==> src/rtl/parameters.sv <==
// Global bus-width macros shared by the Wishbone master slice.
//   `ADDR_WIDTH : default Wishbone address width
//   `DATA_WIDTH : default Wishbone data width
`ifndef WB_PARAMETERS_SV
`define WB_PARAMETERS_SV

`define ADDR_WIDTH 8
`define DATA_WIDTH 32

`endif

==> src/rtl/wb_pkg.sv <==
// Shared types and constants for the Wishbone master.
//   wb_state_e     : master FSM state encoding
//   DefaultTimeout : default ack-wait limit in STROBE cycles
//   TimerWidth     : width of the ack-wait counter (covers 1..255)
package wb_pkg;

    typedef enum logic [1:0] {
        StIdle,
        StStrobe,
        StGap
    } wb_state_e;

    localparam int unsigned DefaultTimeout = 255;
    localparam int unsigned TimerWidth     = 8;

endpackage

==> src/rtl/wb_master_timer.sv <==
// Ack-wait timer for the Wishbone master.
//   clk_i     : clock
//   rst_i     : synchronous active-high reset
//   clear_i   : force the count to zero (held while not strobing)
//   enable_i  : count one stalled STROBE cycle
//   expired_o : TIMEOUT stalled cycles have been counted
module wb_master_timer
    import wb_pkg::*;
#(
    parameter int unsigned TIMEOUT = DefaultTimeout
) (
    input  logic clk_i,
    input  logic rst_i,
    input  logic clear_i,
    input  logic enable_i,
    output logic expired_o
);

    logic [TimerWidth-1:0] cnt_q, cnt_d;

    always_comb begin
        cnt_d = cnt_q;
        if (clear_i) begin
            cnt_d = '0;
        end else if (enable_i) begin
            cnt_d = cnt_q + TimerWidth'(1);
        end
    end

    always_ff @(posedge clk_i) begin
        if (rst_i) begin
            cnt_q <= '0;
        end else begin
            cnt_q <= cnt_d;
        end
    end

    assign expired_o = (cnt_q == TimerWidth'(TIMEOUT));

endmodule

==> src/rtl/wb_master.sv <==
// Wishbone classic master: turns single writes and read bursts (1..16 beats)
// into Wishbone cycles with an ack timeout.
//   clk_i, rst_i                    : clock, synchronous active-high reset
//   cmd_valid_i/cmd_ready_o         : command handshake (ready only when idle)
//   cmd_we_i, cmd_adr_i, cmd_dat_i  : command kind, start address, write data
//   cmd_len_i                       : read beats minus one
//   rsp_valid_o, rsp_dat_o          : one pulse per beat, read data
//   rsp_last_o, rsp_err_o           : final beat, beat aborted
//   adr_o, dat_o, we_o, cyc_o, stb_o: Wishbone master outputs
//   dat_i, ack_i, err_i             : Wishbone slave responses
`ifndef WB_PARAMETERS_SV
`include "parameters.sv"
`endif

module wb_master
    import wb_pkg::*;
#(
    parameter int unsigned ADDR_WIDTH = `ADDR_WIDTH,
    parameter int unsigned DATA_WIDTH = `DATA_WIDTH,
    parameter int unsigned TIMEOUT    = DefaultTimeout
) (
    input  logic                  clk_i,
    input  logic                  rst_i,
    input  logic                  cmd_valid_i,
    output logic                  cmd_ready_o,
    input  logic                  cmd_we_i,
    input  logic [ADDR_WIDTH-1:0] cmd_adr_i,
    input  logic [DATA_WIDTH-1:0] cmd_dat_i,
    input  logic [3:0]            cmd_len_i,
    output logic                  rsp_valid_o,
    output logic [DATA_WIDTH-1:0] rsp_dat_o,
    output logic                  rsp_last_o,
    output logic                  rsp_err_o,
    output logic [ADDR_WIDTH-1:0] adr_o,
    output logic [DATA_WIDTH-1:0] dat_o,
    input  logic [DATA_WIDTH-1:0] dat_i,
    output logic                  we_o,
    output logic                  cyc_o,
    output logic                  stb_o,
    input  logic                  ack_i,
    input  logic                  err_i
);

    wb_state_e             state_q, state_d;
    logic                  we_q, we_d;
    logic [ADDR_WIDTH-1:0] adr_q, adr_d;
    logic [DATA_WIDTH-1:0] dat_q, dat_d;
    logic [3:0]            len_q, len_d;
    logic [3:0]            beat_q, beat_d;
    logic                  rsp_valid_q, rsp_valid_d;
    logic [DATA_WIDTH-1:0] rsp_dat_q, rsp_dat_d;
    logic                  rsp_last_q, rsp_last_d;
    logic                  rsp_err_q, rsp_err_d;
    logic                  timer_expired;
    logic                  last_beat;

    // Writes are always a single beat regardless of cmd_len_i.
    assign last_beat = we_q || (beat_q == len_q);

    // Counter is held clear outside STROBE, so every entry starts from zero.
    wb_master_timer #(
        .TIMEOUT (TIMEOUT)
    ) u_timer (
        .clk_i     (clk_i),
        .rst_i     (rst_i),
        .clear_i   (state_q != StStrobe),
        .enable_i  ((state_q == StStrobe) && !ack_i && !err_i),
        .expired_o (timer_expired)
    );

    always_comb begin
        state_d     = state_q;
        we_d        = we_q;
        adr_d       = adr_q;
        dat_d       = dat_q;
        len_d       = len_q;
        beat_d      = beat_q;
        rsp_valid_d = 1'b0;
        rsp_dat_d   = '0;
        rsp_last_d  = 1'b0;
        rsp_err_d   = 1'b0;

        unique case (state_q)
            StIdle: begin
                if (cmd_valid_i) begin
                    we_d    = cmd_we_i;
                    adr_d   = cmd_adr_i;
                    dat_d   = cmd_dat_i;
                    len_d   = cmd_len_i;
                    beat_d  = '0;
                    state_d = StStrobe;
                end
            end
            StStrobe: begin
                // err_i beats ack_i; a real ack on the expiry cycle still counts.
                if (err_i || (timer_expired && !ack_i)) begin
                    rsp_valid_d = 1'b1;
                    rsp_err_d   = 1'b1;
                    rsp_last_d  = 1'b1;
                    state_d     = StIdle;
                end else if (ack_i) begin
                    rsp_valid_d = 1'b1;
                    rsp_dat_d   = we_q ? '0 : dat_i;
                    if (last_beat) begin
                        rsp_last_d = 1'b1;
                        state_d    = StIdle;
                    end else begin
                        beat_d  = beat_q + 4'd1;
                        adr_d   = adr_q + ADDR_WIDTH'(1);
                        state_d = StGap;
                    end
                end
            end
            StGap: begin
                state_d = StStrobe;
            end
            default: begin
                state_d = StIdle;
            end
        endcase
    end

    always_ff @(posedge clk_i) begin
        if (rst_i) begin
            state_q     <= StIdle;
            we_q        <= 1'b0;
            adr_q       <= '0;
            dat_q       <= '0;
            len_q       <= '0;
            beat_q      <= '0;
            rsp_valid_q <= 1'b0;
            rsp_dat_q   <= '0;
            rsp_last_q  <= 1'b0;
            rsp_err_q   <= 1'b0;
        end else begin
            state_q     <= state_d;
            we_q        <= we_d;
            adr_q       <= adr_d;
            dat_q       <= dat_d;
            len_q       <= len_d;
            beat_q      <= beat_d;
            rsp_valid_q <= rsp_valid_d;
            rsp_dat_q   <= rsp_dat_d;
            rsp_last_q  <= rsp_last_d;
            rsp_err_q   <= rsp_err_d;
        end
    end

    assign cmd_ready_o = (state_q == StIdle);
    assign cyc_o       = (state_q != StIdle);
    assign stb_o       = (state_q == StStrobe);
    assign adr_o       = adr_q;
    assign dat_o       = dat_q;
    assign we_o        = we_q;
    assign rsp_valid_o = rsp_valid_q;
    assign rsp_dat_o   = rsp_dat_q;
    assign rsp_last_o  = rsp_last_q;
    assign rsp_err_o   = rsp_err_q;

endmodule

==> config.mk <==
export PLATFORM = sky130hd
export DESIGN_NAME = wb_master
export DESIGN_NICKNAME = d
export VERILOG_FILES = /design/src/rtl/wb_pkg.sv /design/src/rtl/wb_master_timer.sv /design/src/rtl/wb_master.sv
export VERILOG_INCLUDE_DIRS = /design/src /design/src/rtl
export SDC_FILE = /design/constraint.sdc
export NUM_CORES = 1
export LEC_CHECK = 0
export ABC_AREA = 1
export CAP_MARGIN = 20
export CELL_PAD_IN_SITES_DETAIL_PLACEMENT = 1
export CELL_PAD_IN_SITES_GLOBAL_PLACEMENT = 2
export CORE_ASPECT_RATIO = 1.1
export CORE_MARGIN = 2
export CORE_UTILIZATION = 22
export DETAILED_ROUTE_END_ITERATION = 6
export PLACE_DENSITY_LB_ADDON = 0.1
export RECOVER_POWER = 25
export REMOVE_ABC_BUFFERS = 1
export SLEW_MARGIN = 20
export SYNTH_ARGS = -nofsm -noshare
export SYNTH_HDL_FRONTEND = slang
export SYNTH_HIERARCHICAL = 1
export SYNTH_SLANG_ARGS = --single-unit
==> constraint.sdc <==
create_clock -name clk_i -period 2.2 [get_ports clk_i]
set_input_delay 0.44 -clock clk_i [delete_from_list [all_inputs] [get_ports clk_i]]
set_output_delay 0.44 -clock clk_i [all_outputs]
set_load 0.01 [all_outputs]
## Word level (Yosys, flattened, before mapping)

Index checks and enable logic that the tools add are counted.

| word-level totals | value |
|---|---|
| bits in registers | 94 |
| logic and storage cells | 63 |
| input bits | 82 |
| output and inout port bits | 79 |

| cells by class | value |
|---|---|
| muxes and demuxes | 21 |
| bitwise gates (word level) | 2 |
| add/sub/neg operators | 3 |
| reductions and logical operators | 16 |
| eq/ne operators | 10 |

Operator list:

| cell | number |
|---|---|
| two-way mux 8 bit | 4 |
| adder 8 x 1 -> 8 bit (second input constant) | 2 |
| two-way mux 4 bit | 4 |
| one-hot mux 8 bit (2 select lines) | 1 |
| == test 8 bit (second input constant) | 1 |
| two-way mux 2 bit | 4 |
| one-hot mux 4 bit (2 select lines) | 1 |
| two-way mux 1 bit | 6 |
| inequality test 2 bit (second input constant) | 3 |
| one-hot mux 2 bit (3 select lines) | 1 |
| AND reduction 5 bit | 1 |
| OR reduction 5 bit | 1 |
| adder 4 x 1 -> 4 bit (second input constant) | 1 |
| == test 4 bit | 1 |
| inequality test 2 x 1 -> 1 bit (second input constant) | 2 |
| AND reduction 2 bit | 2 |
| nonzero test 2 bit | 2 |
| OR reduction 2 bit | 2 |
| logical AND 1 bit | 3 |
| inequality test 3 x 1 -> 1 bit (second input constant) | 1 |
| == test 2 x 1 -> 1 bit (second input constant) | 1 |
| == test 2 bit (second input constant) | 1 |
| zero test 1 bit | 2 |
| zero test 2 bit | 1 |
| other kinds (2) | 4 |

## Logic depth before layout (Yosys ltp)

Gate-level depths: netlist of run 1.

| logic depth | value |
|---|---|
| depth in word-level cells | 6 |
| gate-level depth with buffers | 12 |

## Hierarchy

The synthesis of run 1 kept the hierarchy.

By module, submodules not included:

| module | cells an instance | seq. area each (um^2) | instances | area an instance (um^2) |
|---|---|---|---|---|
| wb_master | 414 | 1721.7 | 1 | 3140.5 |
| wb_master_timer | 53 | 160.2 | 1 | 380.4 |

## Worst setup path after synthesis of run 1

OpenSTA, ideal clock, no wires.

| timing path | value |
|---|---|
| kind | register to register |
| start | reg state_q[1] |
| end | reg u_timer.cnt_q[6] |
| setup slack | 0.478 ns |
| setup time | 0.111 ns |
| arrival time | 1.611 ns |
| data required time | 2.089 ns |
| stages on the path, launching flop included | 10 |
| clock period less this slack | 1.722 ns |
| buffers on the path | 1 |
| cells stage by stage | dfxtp_1 -> inv_1 -> nand2_2 -> buf_1 -> nor3_1 -> nand3_1 -> nor2_1 -> nand2_1 -> nand2_1 -> nor2_1 |

| on the way | value |
|---|---|
| cells in the longest elaborated chain, start to end | 3 |

RTL lines:

| item | line | source |
|---|---|---|
| from (decl) | wb_master.sv:44 | `wb_state_e state_q, state_d;` |
| from (signal assigned) | wb_master.sv:125 | `state_q <= StIdle;` |
| from (signal assigned) | wb_master.sv:136 | `state_q <= state_d;` |
| == test 2 x 1 -> 1 bit | wb_master.sv:67 | `.enable_i ((state_q == StStrobe) && !ack_i && !err_i),` |
| logical AND 1 bit (2 in series) | wb_master.sv:67 |  |
| to (signal assigned) | wb_master_timer.sv:34 | `cnt_q <= cnt_d;` |
| to (decl) | wb_master_timer.sv:19 | `logic [TimerWidth-1:0] cnt_q, cnt_d;` |

Several ways; a longest one is shown, not always the timed one.
A chain may end at the register's enable or synchronous reset.

## Final worst setup path of run 1

| timing path | value |
|---|---|
| start | reg state_q[1] |
| end | out stb_o |

| on the way | value |
|---|---|
| cells in the longest elaborated chain, start to end | 1 |

RTL lines:

| item | line | source |
|---|---|---|
| == test 2 x 1 -> 1 bit | wb_master.sv:151 | `assign stb_o = (state_q == StStrobe);` |
| to (decl) | wb_master.sv:39 | `output logic stb_o,` |

No other way between the ends.

==> metrics.txt, run 1 <==
worst skew pair latency between 0.3 and 0.4 ns; detailed placement HPWL approximately 8.2 mm; clock tree root driver cell clkbuf_16; Max Fclk about 0.50 GHz; WS Path Type reg2out; clock sink count 94; Seq/Total Area, Yosys between 50% and 60%; Die H about 140 um; final-report hold violation count 0; gr usage total 13.3%; RSZ-0062 raised after global routing no; hold_buf cts 0; P per Cell Area roughly 760 nW/um^2; worst hold margin 0.467 ns; CP endpoint kind output port; Detail Route Antenna Nets 0; simple-gate share of the synthesized area roughly a quarter; total gr overflow 0; vias post-DR around 3,400; compound-cell area share of the yosys netlist roughly a tenth; minimum clock period a little under 2 ns; Static Leakage roughly 2.4 nW; WL met3 1.11 mm; Post-synth top flop dfxtp_1; chip width approximately 120 um; Iter 0 DRT Violations between 70 and 80; Max VDD drop 347 uV; mux cell area share after synthesis 0%; largest net degree at the start of global routing 42; Worst EP arrival 1.54 ns; final wirelength approximately 11 mm; Netlist Area Pre-Place ~3500 um^2; drc violations 0; final core utilization between 30% and 40%; Num CTS Buffers 9; Initial Util between 20% and 30%; PortBufs 160; Ant. Diodes 0; first-pass GRT wire length 17.7 mm; Placed Area 5380 um^2; Slew Limit Fails 0; FP Rows 48; die area ~17,000 um^2; IO Count 161; top routing layer in use met4; P&R area growth vs syn 62.5%; Async SR Flop Fraction 0%; GPL Wtd Cong between 0.6 and 0.7; Worst Hold Class reg2reg; crit path launch type flop; Setup Buffers After CTS 0; main combinational cell family by area after synthesis simple AND/OR/NAND/NOR gates; flops & latches, synth 94; status finished, final reports clean; vias per std cell 4.12; met2 WL roughly 5.5 mm; xor-xnor portion of the synthesized cell area less than 1%; EDFF count, synth 0; DR pass1 iterations 4; YS warnings 6; met1 wire length roughly 4.5 mm; final count of negative-setup-slack endpoints 0; Fin Setup TNS 0 ns; PostCTS Resize Cnt 0; Worst-path clk slew around 0.070 ns; DR WL/cell around 13 um; # H-tree levels 3; max cap viols 0; Layout Nets 715; Clock Skew 0.00683 ns; relative slew slack around 49%; number of global-route vias before repair around 3,500; TritonCTS clock tree built; share of cells above drive strength 1 between 5 and 6%; adder-cell share of the synthesized area around 1.1%; CP Max Fanout 9; Avg Inst Size Synth roughly 7.5 um^2; fin area between 5000 and 6000 um^2; Req. time, crit path about 1.8 ns; synthesized instance count 467; synth unique cells 26; initial antenna violation count 0; Clock Path Buffers 2; core area 15,700 um^2; Least-Margin Pin Slew ~0.76 ns; final worst path period share between 90 and 100%
[worst paths after layout]
| path | start | endpoint | slack, ns | cells after the start |
|---|---|---|---|---|
| max | state_q[1] | stb_o | 0.22 | 4 |
| min | len_q[0] | len_q[0] | 0.47 | 2 |
| max reg2reg | u_timer/cnt_q[0] | adr_o[0] | 0.33 | 11 |
| min reg2reg | len_q[0] | len_q[0] | 0.47 | 2 |
[cells by family after synthesis]
| family | count (synthesis) |
|---|---|
| AOI/OAI and AO/OA | 67 |
| xor gates and xnor gates | 3 |
| adders and majority gates | 3 |
| buffers and inverters | 75 |
| DFF | 94 |
| and+or+nand+nor | 225 |
[worst max-delay path: stages (launching register included)]
cell and delay, ns:
dfxtp_1 0.33, inv_1 0.07, nand2_2 0.15, inv_1 0.11
clkdlybuf4s50_1 0.54
[flip-flops by register name, summed over array words and instances, names as in the netlist]
name and flops:
we_o 1, len_q 4, rsp_dat_o 32, adr_o 8, rsp_err_o 1, rsp_last_o 1
rsp_valid_o 1, state_q 2, dat_o 32, u_timer/cnt_q 8, beat_q 4
[per-layer routing]
metal,up-vias,track usage [%]
met3,12,6.72
li1,1774,-
met2,86,22.4
met5,-,0
met1,1569,14.3
met4,0,5.06
[where the power goes]
part | internal (W) | total [W] | switching (W)
combinational | 0.000360 | 0.000657 | 0.000297
sequential | 0.00179 | 0.00185 | 0.0000625
clock | 0.00113 | 0.00186 | 0.000735
[layout by cell type (no fill, tap or decap), types with 2 or more instances in the layout]
| master | n |
|---|---|
| o21ai_0 | 47 |
| buf_4 | 7 |
| nor3_1 | 3 |
| inv_6 | 3 |
| clkdlybuf4s50_1 | 158 |
| bufinv_16 | 3 |
| dfxtp_1 | 94 |
| nand2_2 | 4 |
| clkbuf_16 | 9 |
| a21oi_1 | 16 |
| inv_1 | 57 |
| nor2_1 | 123 |
| nand3_1 | 17 |
| dlygate4sd3_1 | 2 |
| nor2_4 | 2 |
| nand4_1 | 5 |
| nand2_1 | 66 |
| ha_1 | 3 |
| xor2_1 | 3 |
[cell type report]
type	instances	area [um^2]
flip-flops and latches	94	1880
fillers	1884	9950
well taps	200	250
repair buffers	170	1680
clock inverters	7	125
clock buffers	9	225
inverters	57	214
multi-input cells	298	1340
[synthesized netlist by cell type (2+ instances only)]
| cell type | instances | share of area (%) |
|---|---|---|
| nor2_1 | 123 | 13 |
| dfxtp_1 | 94 | 53 |
| nand2_1 | 66 | 7.0 |
| inv_1 | 57 | 6.1 |
| o21ai_0 | 47 | 6.7 |
| nand3_1 | 17 | 2.4 |
| a21oi_1 | 16 | 2.3 |
| clkbuf_1 | 9 | 0.96 |
| buf_2 | 7 | 0.99 |
| nand4_1 | 5 | 0.89 |
| nand2_2 | 4 | 0.71 |
| ha_1 | 3 | 1.1 |
| nor3_1 | 3 | 0.43 |
| xor2_1 | 3 | 0.75 |
| nor2_4 | 2 | 0.64 |
[through the flow]
stage / setup WS, ns / total power [W] / std cells
2_1_floorplan: 0.0619 / 0.00215 / 449
3_3_place_gp: 0.0773 / 0.00255 / 819
3_5_place_dp: -0.00420 / 0.00257 / 819
4_1_cts: 0.172 / 0.00447 / 835
5_1_grt: 0.0606 / 0.00461 / 835
6_report: 0.217 / 0.00437 / 835
Note: power is estimated with default switching activity, not from simulation.
==> run 2: changes to the inputs <==
--- a/config.mk
+++ b/config.mk
@@ -14,7 +14,7 @@
 export CORE_MARGIN = 2
 export CORE_UTILIZATION = 22
 export DETAILED_ROUTE_END_ITERATION = 6
-export PLACE_DENSITY_LB_ADDON = 0.1
+export PLACE_DENSITY = 0.82
 export RECOVER_POWER = 25
 export REMOVE_ABC_BUFFERS = 1
 export SLEW_MARGIN = 20
==> run 2 against run 1 <==
Compared with the run above: register-to-register slack worse by 0.04 ns; largest cell class unchanged; critical path depth stayed put; cell area is 1.4% lower; critical path type unchanged; via count is 1.7% higher; critical endpoint unchanged.
==> metrics.txt, run 2 (synthesis results as in run 1) <==
max cap viols 0; Worst Hold Class reg2reg; post-layout power about 0.004 W; reg2reg end adr_o[6]; FP Rows between 40 and 50; Clock Path Buffers 2; relative slew slack between 50% and 60%; fin worst setup slack 0.219 ns; DR pass1 iterations 4; worst skew pair latency 0.35 ns; total gr overflow 0; first-pass GRT wire length between 15 and 20 mm; TritonCTS clock tree built; commonest non-fill, non-tap cell in the layout clkdlybuf4s50_1; most frequent cells in the layout 156 x clkdlybuf4s50_1, 123 x nor2_1, 94 x dfxtp_1; Max Fclk a little over 0.5 GHz; Least-Margin Pin Slew about 0.74 ns; Layout Nets between 700 and 800; Req. time, crit path around 1.8 ns; Ant. Diodes 0; DR WL/cell between 10 and 15 um; final-report hold violation count 0; GPL Wtd Cong between 0.7 and 0.8; Hold Path Origin len_q[1]; minimum clock period approximately 2.0 ns; die area between 15,000 and 20,000 um^2; detailed placement HPWL 8.31 mm; final worst path period share 90.0%; Detail Route Antenna Nets 0; Static Leakage 2.38 nW; P per Cell Area ~710 nW/um^2; Worst R2R Start u_timer/cnt_q[0]; initial antenna violation count 0; status finished, final reports clean; share of cells above drive strength 1 around 5.7%; chip width roughly 120 um; final count of negative-setup-slack endpoints 0; largest net degree at the start of global routing 49; CP endpoint kind output port; worst setup path start state_q[1]; WS Path Type reg2out; gr usage total between 10% and 20%; Worst EP arrival around 1.5 ns; drc violations 0; P&R area growth vs syn 60.2%; Initial Util roughly 22%; vias per std cell between 4 and 5; number of global-route vias before repair approximately 3,600; Setup Buffers After CTS 0; cell total after placement between 800 and 900; CP Max Fanout 10; critical path endpoint stb_o; clock tree root driver cell clkbuf_16; hold_buf cts 0; Slew Limit Fails 0; # H-tree levels 3; crit path launch type flop; RSZ-0062 raised after global routing no; vias post-DR 3,501; worst hold margin between 0.4 and 0.5 ns; Clock Skew just over 0.01 ns; clock sink count 94; PortBufs 160; Post-Layout Cell Count 834; Max VDD drop approximately 310 uV; flop2flop setup slack slightly below 0.3 ns; Worst-path clk slew 0.07 ns; PostCTS Resize Cnt 0; Fin Setup TNS 0 ns; Num CTS Buffers 9; Die H between 100 and 150 um; final wirelength roughly 11 mm; core area between 15,000 and 20,000 um^2; R2R depth 11; Iter 0 DRT Violations between 90 and 100; worst slack, placed -0.0149 ns; IO Count about 160
-- run 2: changes by cell type in the layout (fill, tap and decap cells not counted), sizes merged --
cell           previous run  this run
clkdlybuf4s50           158       156
clkinv                    1         2
inv                      60        58
clkbuf                   11        10
dlygate4sd3               2         4
bufinv                    3         0
clkinvlp                  0         4
-- run 2: per-stage QoR --
| step | util [%] | cell area, um^2 |
|---|---|---|
| floorplan | - | 3440 |
| global placement | 34.3 | 5370 |
| detailed placement | 34.3 | 5370 |
| CTS | 36.0 | 5640 |
| global route | 36.0 | 5640 |
| finish | 36.0 | 5640 |
-- run 2: report_power, final --
| part | internal [W] | total, W | switching (W) |
|---|---|---|---|
| registers | 0.00179 | 0.00186 | 0.0000636 |
| logic | 0.000358 | 0.000658 | 0.000299 |
| clock network | 0.000766 | 0.00147 | 0.000701 |
-- run 2: final cells by class --
cell class / count / area (um^2)
clock buffer: 9 / 225
timing repair buffer: 169 / 1680
clock inverter: 7 / 48.8
fill: 1887 / 10000
tap: 200 / 250
inverter: 57 / 214
sequential: 94 / 1880
multi-input combinational: 298 / 1340
-- run 2: per-layer routing --
layer | vias to the layer above | routed length (um) | GRT usage, %
met3 | 12 | 588 | 3.44
met5 | - | 0 | 0
met4 | 0 | 212 | 5.99
met1 | 1653 | 4520 | 14.2
met2 | 70 | 5880 | 23.9
li1 | 1766 | - | -
-- run 2: worst max-delay path, cell delays in order (launching register included) --
cell	delay, ns
dfxtp_1	0.32
inv_1	0.06
nand2_2	0.15
inv_1	0.12
clkdlybuf4s50_1	0.54
-- run 2: how the worst min path moves through the flow --
stage                             endpoint  slack, ns  depth (start not counted)
after floorplan           u_timer/cnt_q[4]       0.44                          2
after global routing      u_timer/cnt_q[3]       0.49                          1
after detailed placement  u_timer/cnt_q[3]       0.46                          1
after CTS                         len_q[1]       0.48                          2
final                             len_q[1]       0.47                          2
after global placement    u_timer/cnt_q[4]       0.45                          2
